[config.mk]
export PLATFORM = sky130hd
export DESIGN_NAME = axi_rr_arb
export DESIGN_NICKNAME = d
export VERILOG_FILES = /design/src/rtl/axi_rr_arb.sv
export SDC_FILE = /design/constraint.sdc
export NUM_CORES = 1
export LEC_CHECK = 0
export CORE_AREA = 5 5 130 132
export CTS_CLUSTER_SIZE = 10
export DETAILED_ROUTE_END_ITERATION = 8
export DIE_AREA = 0 0 135 137
export GPL_TIMING_DRIVEN = 0
export HOLD_SLACK_MARGIN = 0.03
export PLACE_DENSITY = 0.61
export SETUP_SLACK_MARGIN = 0.05
export SLEW_MARGIN = 15
export SYNTH_ARGS = -nofsm -noshare
export SYNTH_HDL_FRONTEND = slang
export SYNTH_SLANG_ARGS = --single-unit
[constraint.sdc]
create_clock -name clk -period 1.4 [get_ports clk]
set_input_delay 0.14 -clock clk [delete_from_list [all_inputs] [get_ports clk]]
set_output_delay 0.14 -clock clk [all_outputs]
set_load 0.02 [all_outputs]
[src/rtl/axi_rr_arb.sv]
// ============================================================================
// Module  : axi_rr_arb
// Brief   : Round-robin packet arbiter for one valid/ready beat channel; the
//           grant is held until the last beat of a packet is accepted.
//           Optional per-requester packet counters under AXI_ARB_STAT_EN.
// Revision: 1.0
// ============================================================================
`default_nettype none

module axi_rr_arb #(
    parameter int NREQ = 4,
    parameter int DW   = 64,
    parameter int IDW  = 2,
    parameter int CW   = 16
) (
    input  logic                 clk,
    input  logic                 rst,
    input  logic [NREQ*DW-1:0]   req_data,
    input  logic [NREQ-1:0]      req_valid,
    input  logic [NREQ-1:0]      req_last,
    output logic [NREQ-1:0]      req_ready,
    output logic [DW-1:0]        s_data,
    output logic                 s_valid,
    output logic                 s_last,
    input  logic                 s_ready,
    output logic [IDW-1:0]       grant_id,
`ifdef AXI_ARB_STAT_EN
    input  logic                 stat_clr,
    output logic [NREQ*CW-1:0]   pkt_cnt,
`endif
    output logic                 busy
);

    typedef enum logic [0:0] {
        ST_IDLE  = 1'b0,
        ST_GRANT = 1'b1
    } state_t;

    state_t         state_q, state_d;
    logic [IDW-1:0] grant_q, grant_d;
    logic [IDW-1:0] ptr_q,   ptr_d;

    logic [DW-1:0]  w_data [NREQ];
    logic           w_found;
    logic [IDW-1:0] w_pick;
    logic [IDW-1:0] w_cand;
    int             w_idx;
    logic           w_xfer;
    logic           w_last_xfer;

    for (genvar i = 0; i < NREQ; i++) begin : g_unpack
        assign w_data[i] = req_data[i*DW +: DW];
    end

    // Search starts just after the last winner, so the latest finisher ranks lowest.
    always_comb begin
        w_found = 1'b0;
        w_pick  = '0;
        w_idx   = 0;
        w_cand  = '0;
        for (int k = 1; k <= NREQ; k++) begin
            w_idx = int'(ptr_q) + k;
            if (w_idx >= NREQ) begin
                w_idx = w_idx - NREQ;
            end
            w_cand = IDW'(w_idx);
            if (!w_found && req_valid[w_cand]) begin
                w_found = 1'b1;
                w_pick  = w_cand;
            end
        end
    end

    always_comb begin
        req_ready = '0;
        s_data    = '0;
        s_valid   = 1'b0;
        s_last    = 1'b0;
        if (state_q == ST_GRANT) begin
            s_data              = w_data[grant_q];
            s_valid             = req_valid[grant_q];
            s_last              = req_last[grant_q];
            req_ready[grant_q]  = s_ready;
        end
    end

    assign w_xfer      = s_valid & s_ready;
    assign w_last_xfer = w_xfer & s_last;
    assign grant_id    = grant_q;
    assign busy        = (state_q == ST_GRANT);

    always_comb begin
        state_d = state_q;
        grant_d = grant_q;
        ptr_d   = ptr_q;
        case (state_q)
            ST_IDLE: begin
                if (w_found) begin
                    grant_d = w_pick;
                    state_d = ST_GRANT;
                end
            end
            ST_GRANT: begin
                if (w_last_xfer) begin
                    ptr_d   = grant_q;
                    state_d = ST_IDLE;
                end
            end
            default: state_d = ST_IDLE;
        endcase
    end

    always_ff @(posedge clk or posedge rst) begin
        if (rst) begin
            state_q <= ST_IDLE;
            grant_q <= '0;
            ptr_q   <= IDW'(NREQ - 1);
        end else begin
            state_q <= state_d;
            grant_q <= grant_d;
            ptr_q   <= ptr_d;
        end
    end

`ifdef AXI_ARB_STAT_EN
    for (genvar i = 0; i < NREQ; i++) begin : g_cnt
        logic [CW-1:0] cnt_q;

        // Clear takes precedence over a coincident packet completion.
        always_ff @(posedge clk or posedge rst) begin
            if (rst) begin
                cnt_q <= '0;
            end else if (stat_clr) begin
                cnt_q <= '0;
            end else if (w_last_xfer && (grant_q == IDW'(i))) begin
                cnt_q <= cnt_q + CW'(1);
            end
        end

        assign pkt_cnt[i*CW +: CW] = cnt_q;
    end
`endif

endmodule

`default_nettype wire
==> results.json, run 1 <==
{
  "status": "complete, but fails checks",
  "violations": "negative setup slack",
  "numPortBuffers": 339,
  "clk_latency_ps": 230,
  "cp.required_ps": 1260,
  "drt_iter0_markers": 44,
  "max_stage_delay_ps": 510,
  "slew_headroom_pct": 67.0,
  "final_hold_viol_count": 0,
  "syn_nets": 458,
  "hpwl_mm": 12.7,
  "std_cell_rows": 46,
  "coreArea_mm2": 0.0156,
  "path_buf_inv": 4,
  "fin_crit_sh_pct": 141,
  "crit_family": "buffers and inverters",
  "critical_path.max_fanout": 9,
  "grt_max_degree": 11,
  "grt_pass1_wl_mm": 20.5,
  "power.density_mw_per_mm2": 1780,
  "die-area_mm2": 0.0185,
  "tns_ps": -35340,
  "clk_path_buf_depth": 2,
  "worstSetupPathType": "reg2out",
  "syn_inst": 191,
  "worstMarginPinSlew_ps": 490,
  "r2r_end": "ptr_q[1]",
  "ys_warn_count": 0,
  "syn_area_per_cell_um2": 12.3,
  "grt-ovfl-total": 0,
  "area_delta_synth_final_pct": 178,
  "synth-seq-area-share_pct": 5.43,
  "dr.pass1.iters": 4,
  "rsz0062_at_grt": "yes",
  "r2r_setup_slack_ps": -430,
  "ant_nets": 0,
  "cts_buffers": 3,
  "cts.sinks": 5,
  "slew_violations": 0,
  "timing.hold.ws_ps": 125,
  "startpoint": "grant_id[0]",
  "die_x_um": 135,
  "drc": 0,
  "fin_nets": 816,
  "irDropWorstVdd_uv": 919,
  "via_per_inst": 4.23,
  "place_area_mm2": 0.00615,
  "critical-path-slowest-cell": "mux4_2",
  "maxCapViolCount": 0,
  "vias": 3235,
  "final_cell_mix": "266 x clkdlybuf4s50_1, 66 x mux4_2, 51 x buf_6",
  "cts.clk_slew.worst_paths_ps": 30,
  "die_height_um": 137,
  "syn_area_mm2": 0.00235,
  "cts_tree": "built",
  "hp-class": "in2async",
  "cts-root-buf": "clkbuf_16",
  "fin_ws_ps": -577,
  "routed_wl_mm": 14.4,
  "fill_cells": 1531,
  "ys_ff_latch": 5,
  "dp_cells": 746,
  "drive_gt1_share_pct": 42.7,
  "finalSetupViolCount": 74,
  "power.leakage_nw": 2.54,
  "start_kind": "flip-flop",
  "worstSetupEndpointType": "output port",
  "multi_input_area_mm2": 0.00225,
  "timing.fmax_mhz": 506,
  "crit_arrival_ps": 1840,
  "crit_chain": "buf_12, buf_12, buf_12, mux4_2, and2_4, buf_6",
  "fin_crit_ps": 1980,
  "r2r_start": "grant_id[0]",
  "finalClockSkew_ps": 1.62,
  "rr_worst_depth": 6,
  "layout_commonest_cell": "clkdlybuf4s50_1",
  "area.sequential_um2": 131,
  "ys_types": 28,
  "initial_utilization_pct": 15.1,
  "fin_area_mm2": 0.00654,
  "antenna_found_initial": 0,
  "io_pins": 340,
  "post_drt_wl_per_cell_um": 18.9,
  "grt_use_total_pct": 14.3,
  "critical-path-top-cell-by-count": "buf_12",
  "gp_congestion": 0.746,
  "instances_no_fill": 764,
  "diodes": 0,
  "grt_pass1_vias": 3770,
  "htree_levels": 1
}
==> worst register-to-register path: cells and delay by family (launching register included) <==
family | cells | cell delay, ps
simple gates | 1 | 190
mux | 2 | 760
flops | 1 | 410
buf+inv | 3 | 400
==> what timing repair did <==
item	CTS	global route
hold buffers	0	0
buffers inserted	11	2
hold endpoints to repair	0	0
gates cloned	1	0
pin swaps	3	1
resized for setup	391	63
endpoints found under the setup margin	77	75
==> sequential cells by signal, summed over array words and instances, names as in the netlist <==
| name | flops |
|---|---|
| busy | 1 |
| ptr_q | 2 |
| grant_id | 2 |
==> synthesized netlist by cell type <==
master,number,share of area (%)
o31ai_1,1,0.32
buf_4,1,0.32
and3b_1,1,0.37
and2_1,66,18
nor2b_1,1,0.27
nor3_1,3,0.64
clkbuf_1,13,2.1
dfrtp_1,3,3.2
o21ai_0,2,0.43
a21boi_1,1,0.32
nand3_1,1,0.21
nand2_1,2,0.32
nor4_1,1,0.27
dfstp_2,2,2.2
mux4_2,66,63
buf_12,2,1.7
a21oi_1,2,0.43
buf_6,1,0.48
or2_2,1,0.27
mux2i_1,1,0.43
mux2_1,2,0.96
nor3b_1,1,0.32
inv_1,3,0.48
o41a_1,1,0.48
nand2b_1,1,0.27
nor2_1,4,0.64
buf_2,7,1.5
nand4_1,1,0.27
==> how the worst max path moves through the flow <==
stage | end | slack [ps] | cells past startpoint
detailed placement | s_data[4] | -910 | 5
finish | s_data[32] | -580 | 6
global placement | s_data[4] | -870 | 5
CTS | s_data[4] | -610 | 5
global route | s_data[63] | -630 | 6
floorplan | s_data[13] | -240 | 5
==> report_power, final <==
part	total (W)	switching, W	internal [W]
Sequential	0.000318	0.0000800	0.000238
Combinational	0.0108	0.00455	0.00628
Clock	0.000464	0.0000872	0.000377
==> through the flow <==
stage / total power, W / utilization, % / worst slack [ps]
floorplan: 0.00612 / - / -244
global placement: 0.0101 / 39.5 / -874
detailed placement: 0.0102 / 39.5 / -908
CTS: 0.0110 / 40.7 / -614
global route: 0.0123 / 41.9 / -634
finish: 0.0116 / 41.9 / -577
==> layer usage <==
metal | vias to the layer above | global-route usage [%] | share of wire (%) | routed length, um
li1 | 1488 | - | - | -
met1 | 1528 | 14.2 | 33 | 4700
met2 | 203 | 28.2 | 54 | 7850
met3 | 16 | 5.48 | 11 | 1630
met4 | 0 | 2.91 | 1.8 | 267
met5 | - | 0 | 0 | 0
==> cells by family (layout without fill, tap and decap cells) <==
group | count (synthesis) | count (layout) | synth area share, %
buf+inv | 27 | 384 | 6.55
mux | 69 | 69 | 64.6
flops | 5 | 5 | 5.43
compound gates | 7 | 7 | 1.97
simple gates | 83 | 83 | 21.4
==> final cells by class <==
cell class,instances,area share (%)
repair buffers,353,53.6
multi-input cells,159,34.4
plain buffers,24,4.40
well taps,216,4.13
flip-flops and latches,5,2.01
clock buffers,4,1.21
inverters,3,0.230
Power figures use the tool's default switching activity.
==> run 2, diff against run 1 <==
Settings changed: ABC_AREA from default to 1, PLACE_DENSITY 0.61 to 0.59.
==> run 2 against run 1 <==
  * The flow still finishes with violations (negative setup slack)
  * Non-clock buffer count up 24
  * Maximum frequency up 3.6%
  * Sequential share of layout area down 0.16 points
  * Largest cell class unchanged
==> results.json, run 2 <==
{
  "status": "complete, but fails checks",
  "violations": "negative setup slack",
  "critical_path.max_fanout": 10,
  "dr.pass1.iters": 5,
  "worstSetupPathType": "reg2out",
  "synth_area_leaders": "nand2_1 31%, a22oi_1 23%, a31oi_1 19%",
  "yosysTopAreaCellShare_pct": 31.1,
  "cts_hold_buffers": 0,
  "fin_crit_ps": 1910,
  "synth_flop_cell": "dfrtp_1",
  "yosysTopAreaCell": "nand2_1",
  "clk_path_buf_depth": 2,
  "syn_area_mm2": 0.00213,
  "slew_headroom_pct": 60.5,
  "routed_wl_mm": 19.3,
  "total_power_w": 0.0143,
  "dp_slack_ps": -1140,
  "ys_types": 24,
  "cts.sinks": 5,
  "irDropWorstVdd_uv": 1030,
  "critical-path-slowest-cell": "dfrtp_2",
  "synth-seq-area-share_pct": 5.98,
  "crit_arrival_ps": 1770,
  "crit_chain": "inv_4, nor2_4, clkbuf_16, buf_8, nand2_1, a31oi_2, buf_4",
  "coreArea_mm2": 0.0156,
  "r2r_end": "grant_id[1]",
  "synth_edf_count": 0,
  "die_x_um": 135,
  "timing.fmax_mhz": 524,
  "start_kind": "flip-flop",
  "hp-class": "in2async",
  "post_drt_wl_per_cell_um": 19.8,
  "antenna_found_initial": 0,
  "layout_commonest_cell": "clkdlybuf4s50_1",
  "maxCapViolCount": 0,
  "hpwl_mm": 14.9,
  "numPortBuffers": 339,
  "drc": 0,
  "synth_common_cells": "177 x nand2_1, 65 x a22oi_1, 65 x a31oi_1",
  "r2r_setup_slack_ps": -190,
  "r2r_start": "ptr_q[0]",
  "ys_warn_count": 0,
  "cts-root-buf": "clkbuf_16",
  "syn_inst": 391,
  "ant_nets": 0,
  "gp_congestion": 0.880,
  "fin_crit_sh_pct": 136,
  "htree_levels": 1,
  "grt_use_total_pct": 18.1,
  "cts_tree": "built",
  "slew_violations": 0,
  "rsz0062_at_grt": "yes",
  "diodes": 0,
  "worstSetupEndpointType": "output port",
  "fin_nets": 1028,
  "final_hold_viol_count": 0,
  "std_cell_rows": 46,
  "syn_nets": 658,
  "max_stage_delay_ps": 490,
  "die-area_mm2": 0.0185,
  "grt_max_degree": 11,
  "synthArstFlopShare_pct": 100,
  "power.leakage_nw": 2.66,
  "grt-ovfl-total": 0,
  "drt_iter0_markers": 201,
  "grt_pass1_vias": 4788,
  "finalSetupViolCount": 72,
  "via_per_inst": 4.76,
  "io_pins": 340,
  "final_cell_mix": "266 x clkdlybuf4s50_1, 139 x nand2_1, 56 x buf_4",
  "cts.clk_slew.worst_paths_ps": 30,
  "synth_most_common_cell": "nand2_1",
  "die_height_um": 137,
  "vias": 4642,
  "drive_gt1_share_pct": 33.8,
  "cts_buffers": 3,
  "ys_ff_latch": 5,
  "initial_utilization_pct": 13.7,
  "rr_worst_depth": 12,
  "area_delta_synth_final_pct": 233,
  "syn_area_per_cell_um2": 5.46,
  "grt_pass1_wl_mm": 26.5,
  "fin_ws_ps": -508,
  "worstMarginPinSlew_ps": 592,
  "cp.required_ps": 1260,
  "clk_latency_ps": 230,
  "power.density_mw_per_mm2": 2010,
  "finalClockSkew_ps": 1.81
}
run 2: cell types whose count changed in the layout (fill, tap and decap cells not counted), sizes merged, moves of 2 or more:
cell,before,now
nand2,2,179
and2,66,0
mux4,66,0
a22oi,0,65
a31oi,0,65
buf,95,124
inv,2,16
nand3,1,8
clkbuf,17,12
nor2,4,7
mux2,2,0
run 2: report_power, final:
part,internal (W),switching [W],leakage (nW)
clock network,0.000378,0.0000972,0.0382
logic,0.00632,0.00710,2.56
registers,0.000237,0.000137,0.0528
run 2: cell type report:
type | count | area (um^2)
fillers | 1577 | 8490
plain buffers | 36 | 468
flip-flops and latches | 5 | 131
clock buffers | 4 | 78.8
multi-input cells | 334 | 2520
well taps | 216 | 270
repair buffers | 365 | 3570
inverters | 16 | 70.1
run 2: worst max-delay path: cells and delay by family (launching register included):
kind | cells | cell delay (ps)
AO/OA/AOI/OAI | 1 | 190
AND/OR/NAND/NOR | 2 | 240
buffers and inverters | 4 | 620
flip-flops | 1 | 490
run 2: how the worst max path moves through the flow:
| stage | startpoint | end |
|---|---|---|
| 4_1_cts | grant_id[0] | s_data[49] |
| 3_5_place_dp | busy | s_data[23] |
| 6_report | grant_id[1] | s_data[23] |
| 5_1_grt | grant_id[0] | s_data[27] |
| 2_1_floorplan | grant_id[0] | s_data[23] |
| 3_3_place_gp | busy | s_data[23] |
run 2: kinds of logic after synthesis:
family	synth area share, %
buf+inv	13.7
compound gates	43.0
simple gates	37.2
flops	5.98
run 2: metrics by stage:
step                      cell area (um^2)  setup TNS [ps]  hold slack (ps)  util, %  instances
final                                 7110          -29440              106     45.6        976
after global routing                  7110          -34610              126     45.6        976
after CTS                             6600          -30750              111     42.3        958
after detailed placement              6340          -65840              354     40.7        946
after global placement                6340          -65860              355     40.7        946
after floorplan                       2680           -6670            -82.8        -        391
run 2: timing repair:
action,4_1_cts,5_1_grt
buffers inserted,6,14
endpoints found under the hold margin,0,0
endpoints found under the setup margin,78,75
pin swaps,8,34
resized for setup,458,97
gates cloned,2,4
run 2: per-layer routing:
layer  share of wire [%]  wire length (um)  track usage, %  vias up
li1                    -                 -               -     2154
met3                 7.6              1460            4.26       67
met2                  51              9810            31.7      265
met1                  38              7270            21.2     2156
met4                 4.0               772            7.50        0
met5                   0                 0               0        -
